$ cat src/rtl/branch_ctrl_pkg.sv
// Shared widths, controller state encodings and the register-hit helper
// used by the ID-stage branch sequencing logic.
package branch_ctrl_pkg;

    localparam int W_ADDR = 32;
    localparam int W_REG  = 5;

    localparam logic [1:0] BRC_IDLE = 2'd0;
    localparam logic [1:0] BRC_WAIT = 2'd1;
    localparam logic [1:0] BRC_HOLD = 2'd2;

    typedef struct packed {
        logic             wen;
        logic             load;
        logic [W_REG-1:0] wreg;
    } wb_src_t;

    // $0 is hardwired, so a write to it can never create a dependency.
    function automatic logic reg_hit(input wb_src_t src,
                                     input logic [W_REG-1:0] rs,
                                     input logic [W_REG-1:0] rt,
                                     input logic rt_used);
        return src.wen && (src.wreg != '0) &&
               ((src.wreg == rs) || (rt_used && (src.wreg == rt)));
    endfunction

endpackage

$ cat src/rtl/branch_hazard.sv
// Operand-readiness check for an ID-stage consumer: returns how many cycles
// it must wait before EX/MEM results become forwardable.
module branch_hazard
    import branch_ctrl_pkg::*;
(
    input  logic [W_REG-1:0] rs_i,
    input  logic [W_REG-1:0] rt_i,
    input  logic             rt_used_i,
    input  wb_src_t          ex_i,
    input  wb_src_t          mem_i,
    output logic [1:0]       wait_cnt_o
);

    logic ex_hit;
    logic mem_hit;

    assign ex_hit  = reg_hit(ex_i,  rs_i, rt_i, rt_used_i);
    assign mem_hit = reg_hit(mem_i, rs_i, rt_i, rt_used_i);

    // EX hits always dominate a MEM load hit, so checking EX last yields the max.
    always_comb begin
        wait_cnt_o = 2'd0;
        if (mem_hit && mem_i.load) wait_cnt_o = 2'd1;
        if (ex_hit)                wait_cnt_o = ex_i.load ? 2'd2 : 2'd1;
    end

endmodule

$ cat src/rtl/branch_ctrl.sv
// ID-stage branch sequencer: stalls on unresolved operands, issues the fetch
// redirect, holds a latched target until fetch accepts, tracks delay slots.
module branch_ctrl
    import branch_ctrl_pkg::*;
#(
    parameter int STALL_W = 2
) (
    input  logic              clk,
    input  logic              rst_n,
    input  logic              flush,
    input  logic              id_valid,
    input  logic              id_is_br,
    input  logic [W_REG-1:0]  id_rs,
    input  logic [W_REG-1:0]  id_rt,
    input  logic              id_rt_used,
    input  logic              ex_wen,
    input  logic              ex_load,
    input  logic [W_REG-1:0]  ex_wreg,
    input  logic              mem_wen,
    input  logic              mem_load,
    input  logic [W_REG-1:0]  mem_wreg,
    input  logic              branch,
    input  logic [W_ADDR-1:0] branch_addr,
    input  logic              if_ready,
    output logic              stall_id,
    output logic              flush_ex,
    output logic              redirect_valid,
    output logic [W_ADDR-1:0] redirect_pc,
    output logic              in_delay_slot
);

    logic [1:0]        state_q, state_d;
    logic [STALL_W-1:0] cnt_q, cnt_d;
    logic [W_ADDR-1:0] tgt_q, tgt_d;
    logic              ids_q, ids_d;

    logic [1:0]        wait_cnt;
    logic              resolve;
    logic              stall_c, fx_c, rv_c;
    logic [W_ADDR-1:0] rpc_c;

    branch_hazard u_hazard (
        .rs_i       (id_rs),
        .rt_i       (id_rt),
        .rt_used_i  (id_rt_used),
        .ex_i       ('{wen: ex_wen,  load: ex_load,  wreg: ex_wreg}),
        .mem_i      ('{wen: mem_wen, load: mem_load, wreg: mem_wreg}),
        .wait_cnt_o (wait_cnt)
    );

    always_comb begin
        state_d = state_q;
        cnt_d   = cnt_q;
        tgt_d   = tgt_q;
        ids_d   = ids_q;
        resolve = 1'b0;
        stall_c = 1'b0;
        fx_c    = 1'b0;
        rv_c    = 1'b0;
        rpc_c   = '0;

        case (state_q)
            BRC_IDLE: begin
                if (id_valid && id_is_br) begin
                    if (wait_cnt != 2'd0) begin
                        cnt_d   = STALL_W'(wait_cnt - 2'd1);
                        stall_c = 1'b1;
                        fx_c    = 1'b1;
                        state_d = BRC_WAIT;
                    end else begin
                        resolve = 1'b1;
                    end
                end
            end
            BRC_WAIT: begin
                // Operands are forwardable once the counter drains; no re-check.
                if (cnt_q != '0) begin
                    cnt_d   = cnt_q - STALL_W'(1);
                    stall_c = 1'b1;
                    fx_c    = 1'b1;
                end else begin
                    resolve = 1'b1;
                end
            end
            BRC_HOLD: begin
                rv_c  = 1'b1;
                rpc_c = tgt_q;
                if (if_ready) begin
                    state_d = BRC_IDLE;
                end else begin
                    stall_c = 1'b1;
                    fx_c    = 1'b1;
                end
            end
            default: state_d = BRC_IDLE;
        endcase

        if (resolve) begin
            state_d = BRC_IDLE;
            if (branch) begin
                rv_c  = 1'b1;
                rpc_c = branch_addr;
                if (!if_ready) begin
                    tgt_d   = branch_addr;
                    stall_c = 1'b1;
                    fx_c    = 1'b1;
                    state_d = BRC_HOLD;
                end
            end
        end

        // Whatever leaves ID next decides the delay-slot flag.
        if (id_valid && !stall_c) ids_d = id_is_br;

        if (flush) begin
            state_d = BRC_IDLE;
            cnt_d   = '0;
            tgt_d   = '0;
            ids_d   = 1'b0;
            stall_c = 1'b0;
            fx_c    = 1'b0;
            rv_c    = 1'b0;
            rpc_c   = '0;
        end
    end

    always_ff @(posedge clk or negedge rst_n) begin
        if (!rst_n) begin
            state_q <= BRC_IDLE;
            cnt_q   <= '0;
            tgt_q   <= '0;
            ids_q   <= 1'b0;
        end else begin
            state_q <= state_d;
            cnt_q   <= cnt_d;
            tgt_q   <= tgt_d;
            ids_q   <= ids_d;
        end
    end

    // Outputs are quiet while reset is held, even if ID shows a live branch.
    assign stall_id       = rst_n & stall_c;
    assign flush_ex       = rst_n & fx_c;
    assign redirect_valid = rst_n & rv_c;
    assign redirect_pc    = rst_n ? rpc_c : '0;
    assign in_delay_slot  = ids_q;

endmodule

$ cat config.mk
export PLATFORM = sky130hd
export DESIGN_NAME = branch_ctrl
export DESIGN_NICKNAME = d
export VERILOG_FILES = /design/src/rtl/branch_ctrl_pkg.sv /design/src/rtl/branch_hazard.sv /design/src/rtl/branch_ctrl.sv
export SDC_FILE = /design/constraint.sdc
export NUM_CORES = 1
export LEC_CHECK = 0
export CORE_AREA = 3 3 82 84
export DETAILED_ROUTE_END_ITERATION = 7
export DIE_AREA = 0 0 85 87
export GPL_TIMING_DRIVEN = 1
export PLACE_DENSITY = 0.73
export SYNTH_ARGS = -nofsm -noshare
export SYNTH_HDL_FRONTEND = slang
export SYNTH_SLANG_ARGS = --single-unit
$ cat constraint.sdc
create_clock -name clk -period 2 [get_ports clk]
set_input_delay 0.2 -clock clk [delete_from_list [all_inputs] [get_ports clk]]
set_output_delay 0.2 -clock clk [all_outputs]
set_load 0.1 [all_outputs]
==> results.toml <==
[floorplan]
rows = 28
io_pins = 100
die_h_um = 87
coreArea_um2 = 5990
start_util_pct = 38.3
die_area_um2 = 7400
die_w_um = 85

[route]
drc = 0
vias_per_cell = 5.36
postRouteWirelength_mm = 7.79
final_antenna_net_count = 0
firstDrtPassIters = 4
via_count = 2437
drt-initial-drc-count = 108
wl_per_cell_um = 17.1

[clocking]
cts.sinks = 37
htree_levels = 2
clkLatencyLatePin_ps = 290
root_buffer = "clkbuf_8"
cts_buffers = 5
clk_pin_slew_ps = 80
cts_buffer_depth = 2
tritoncts = "done"

[min_path]
hold_class = "in -> async"

[run_status]
status = "complete, but fails checks"
violations = "setup timing"

[place]
port_buffers = 99
place.gp.congestion = 0.866
dp_hpwl_mm = 5.14

[sta]
rsz0062_at_grt = "yes"
hold_violations = 0
tightest_slew_ps = 486
finalCritPeriodShare_pct = 119
skew_ps = 10.3
relSlewSlack_pct = 67.6
period_minus_slack_ps = 2380
layout_setup_ws_ps = -376
fmax_mhz = 421
setup_violations = 45
setup_tns_ps = -10320
drv_slew = 0
holdWs_ps = 18.0

[logic_synthesis]
synth_warnings = 0
yosysSeqAreaShare_pct = 40.3
synth_cell_type_count = 32
syn_avg_cell_area_um2 = 9.22
syn_inst = 249
synth.cell_area_um2 = 2290
synth_fp_nets = 313
synth_seq_cells = 37

[setup_path]
required_ps = 1800
worstPathArrival_ps = 2180
r2r_end = "tgt_q[18]"
start_kind = "primary input"
critPathKind = "in -> out"
reg2reg_from = "state_q[0]"
reg2reg_depth = 8
worstSetupStartpoint = "ex_wreg[0]"
worst_setup_path_end_kind = "primary output"
path_max_fanout = 6
r2r_setup_slack_ps = 10

[final_layout]
layout-drive-gt1-share_pct = 48.7
fin_util_pct = 80.0
diodes = 0
fillers = 364
fin_nets = 443
syn2layout_area_growth_pct = 109

[pwr]
ir_drop_v = 0.000395
pwr_density_cell_nw_per_um2 = 431
leakagePower_uw = 0.00205

[global_route]
grt_max_degree = 39
antenna_found_initial = 0
grt_util_all_layers_pct = 22.0
grt_first_pass_wirelength_mm = 13.1
grt_pass1_vias = 2703
overflow = 0

[flow_run]
maxCapViolCount = 0
[critical path, cell delays in order]
cell,delay [ps]
buf_4,130
xor2_2,170
nor4_2,280
a32oi_2,200
o221ai_4,250
a21oi_4,100
buf_12,130
buf_12,120
buf_12,130
a22oi_2,210
nor2_4,70
buf_12,170
[metrics by stage]
stage               instances  total power (µW)  instance area [µm²]  setup WS (ps)
floorplan                 249              1040                 2660           -717
global placement          433              1310                 4250           -650
detailed placement        433              1320                 4250           -652
CTS                       454              2050                 4700           -405
global route              455              2150                 4790           -481
finish                    455              2060                 4790           -376
[cells in the mapped netlist]
cell,number,area share (%)
a2111oi_0,1,0.38
a211o_1,1,0.38
a21oi_1,1,0.22
a21oi_2,1,0.38
a22oi_1,32,10
a31oi_1,2,0.55
a32oi_1,2,0.76
a41o_1,1,0.44
buf_2,3,0.65
buf_4,1,0.33
buf_6,4,2.0
clkbuf_1,10,1.6
dfrtp_1,37,40
inv_1,3,0.49
mux2i_1,34,15
nand2_1,3,0.49
nand2b_1,3,0.82
nand3_1,1,0.22
nand4_1,1,0.27
nor2_1,73,12
nor3_1,4,0.87
nor3b_1,1,0.33
nor4_1,2,0.55
o211ai_2,1,0.55
o21ai_2,1,0.38
o221ai_2,1,0.65
o22ai_1,1,0.27
or2_1,1,0.27
or3_1,1,0.27
or4_1,2,0.65
xnor2_1,2,0.76
xor2_1,18,6.9
[cells by family (layout without fill, tap and decap cells)]
kind of cell,count (synthesis),count (layout),share of synthesized area (%)
simple gates,92,92,16.7
compound gates,45,45,15.4
flops,37,37,40.3
mux,34,34,14.8
buf+inv,21,152,5.07
xor+xnor,20,20,7.63
[registers in the layout, summed over array words and instances (netlist names)]
| name | count |
|---|---|
| in_delay_slot | 1 |
| state_q | 2 |
| cnt_q | 2 |
| tgt_q | 32 |
[power by group]
group / total, µW / leakage [µW] / internal (µW) / switching, µW
Combinational: 614 / 0.00148 / 293 / 321
Clock: 674 / 0.0000585 / 407 / 267
Sequential: 776 / 0.000513 / 764 / 11.6
[placed cells by master, fill, tap and decap left out, types with 7 or more instances in the layout]
| master | n |
|---|---|
| buf_6 | 10 |
| xor2_1 | 13 |
| mux2i_1 | 34 |
| buf_12 | 46 |
| dfrtp_1 | 37 |
| clkdlybuf4s50_1 | 42 |
| buf_2 | 7 |
| a22oi_2 | 26 |
| nor2_1 | 38 |
| nor2_4 | 35 |
| buf_4 | 25 |
[repair_timing]
item                                    in CTS  in global routing
setup buffers                               11                  5
gates cloned                                 4                  0
endpoints found under the setup margin      71                 70
hold buffers                                 0                  0
pin swaps                                   37                 33
gates resized for setup                     94                 30
[how the worst max path moves through the flow]
| stage | endpoint | slack, ps | cells after the start |
|---|---|---|---|
| floorplan | stall_id | -720 | 8 |
| finish | redirect_pc[24] | -380 | 12 |
| CTS | redirect_pc[16] | -410 | 13 |
| detailed placement | tgt_q[20] | -650 | 9 |
| global placement | redirect_pc[21] | -650 | 9 |
| global route | redirect_pc[24] | -480 | 12 |
[cell type report]
type	count	area, µm²	share of cell area [%]
clock buffers	7	86.3	1.80
clock inverters	1	30.0	0.627
inverters	3	11.3	0.235
multi-input cells	191	1820	38.1
flip-flops and latches	37	926	19.3
well taps	75	93.8	1.96
repair buffers	141	1820	38.0
[per-layer routing]
layer  vias to the layer above  part of all wire, %  global-route usage (%)
met2                        85                   51                    39.6
met3                        15                  6.9                    5.49
li1                       1141                    -                       -
met5                         -                    0                       0
met1                      1196                   40                    25.3
met4                         0                  1.9                    7.63
(Power assumes the default switching activity.)
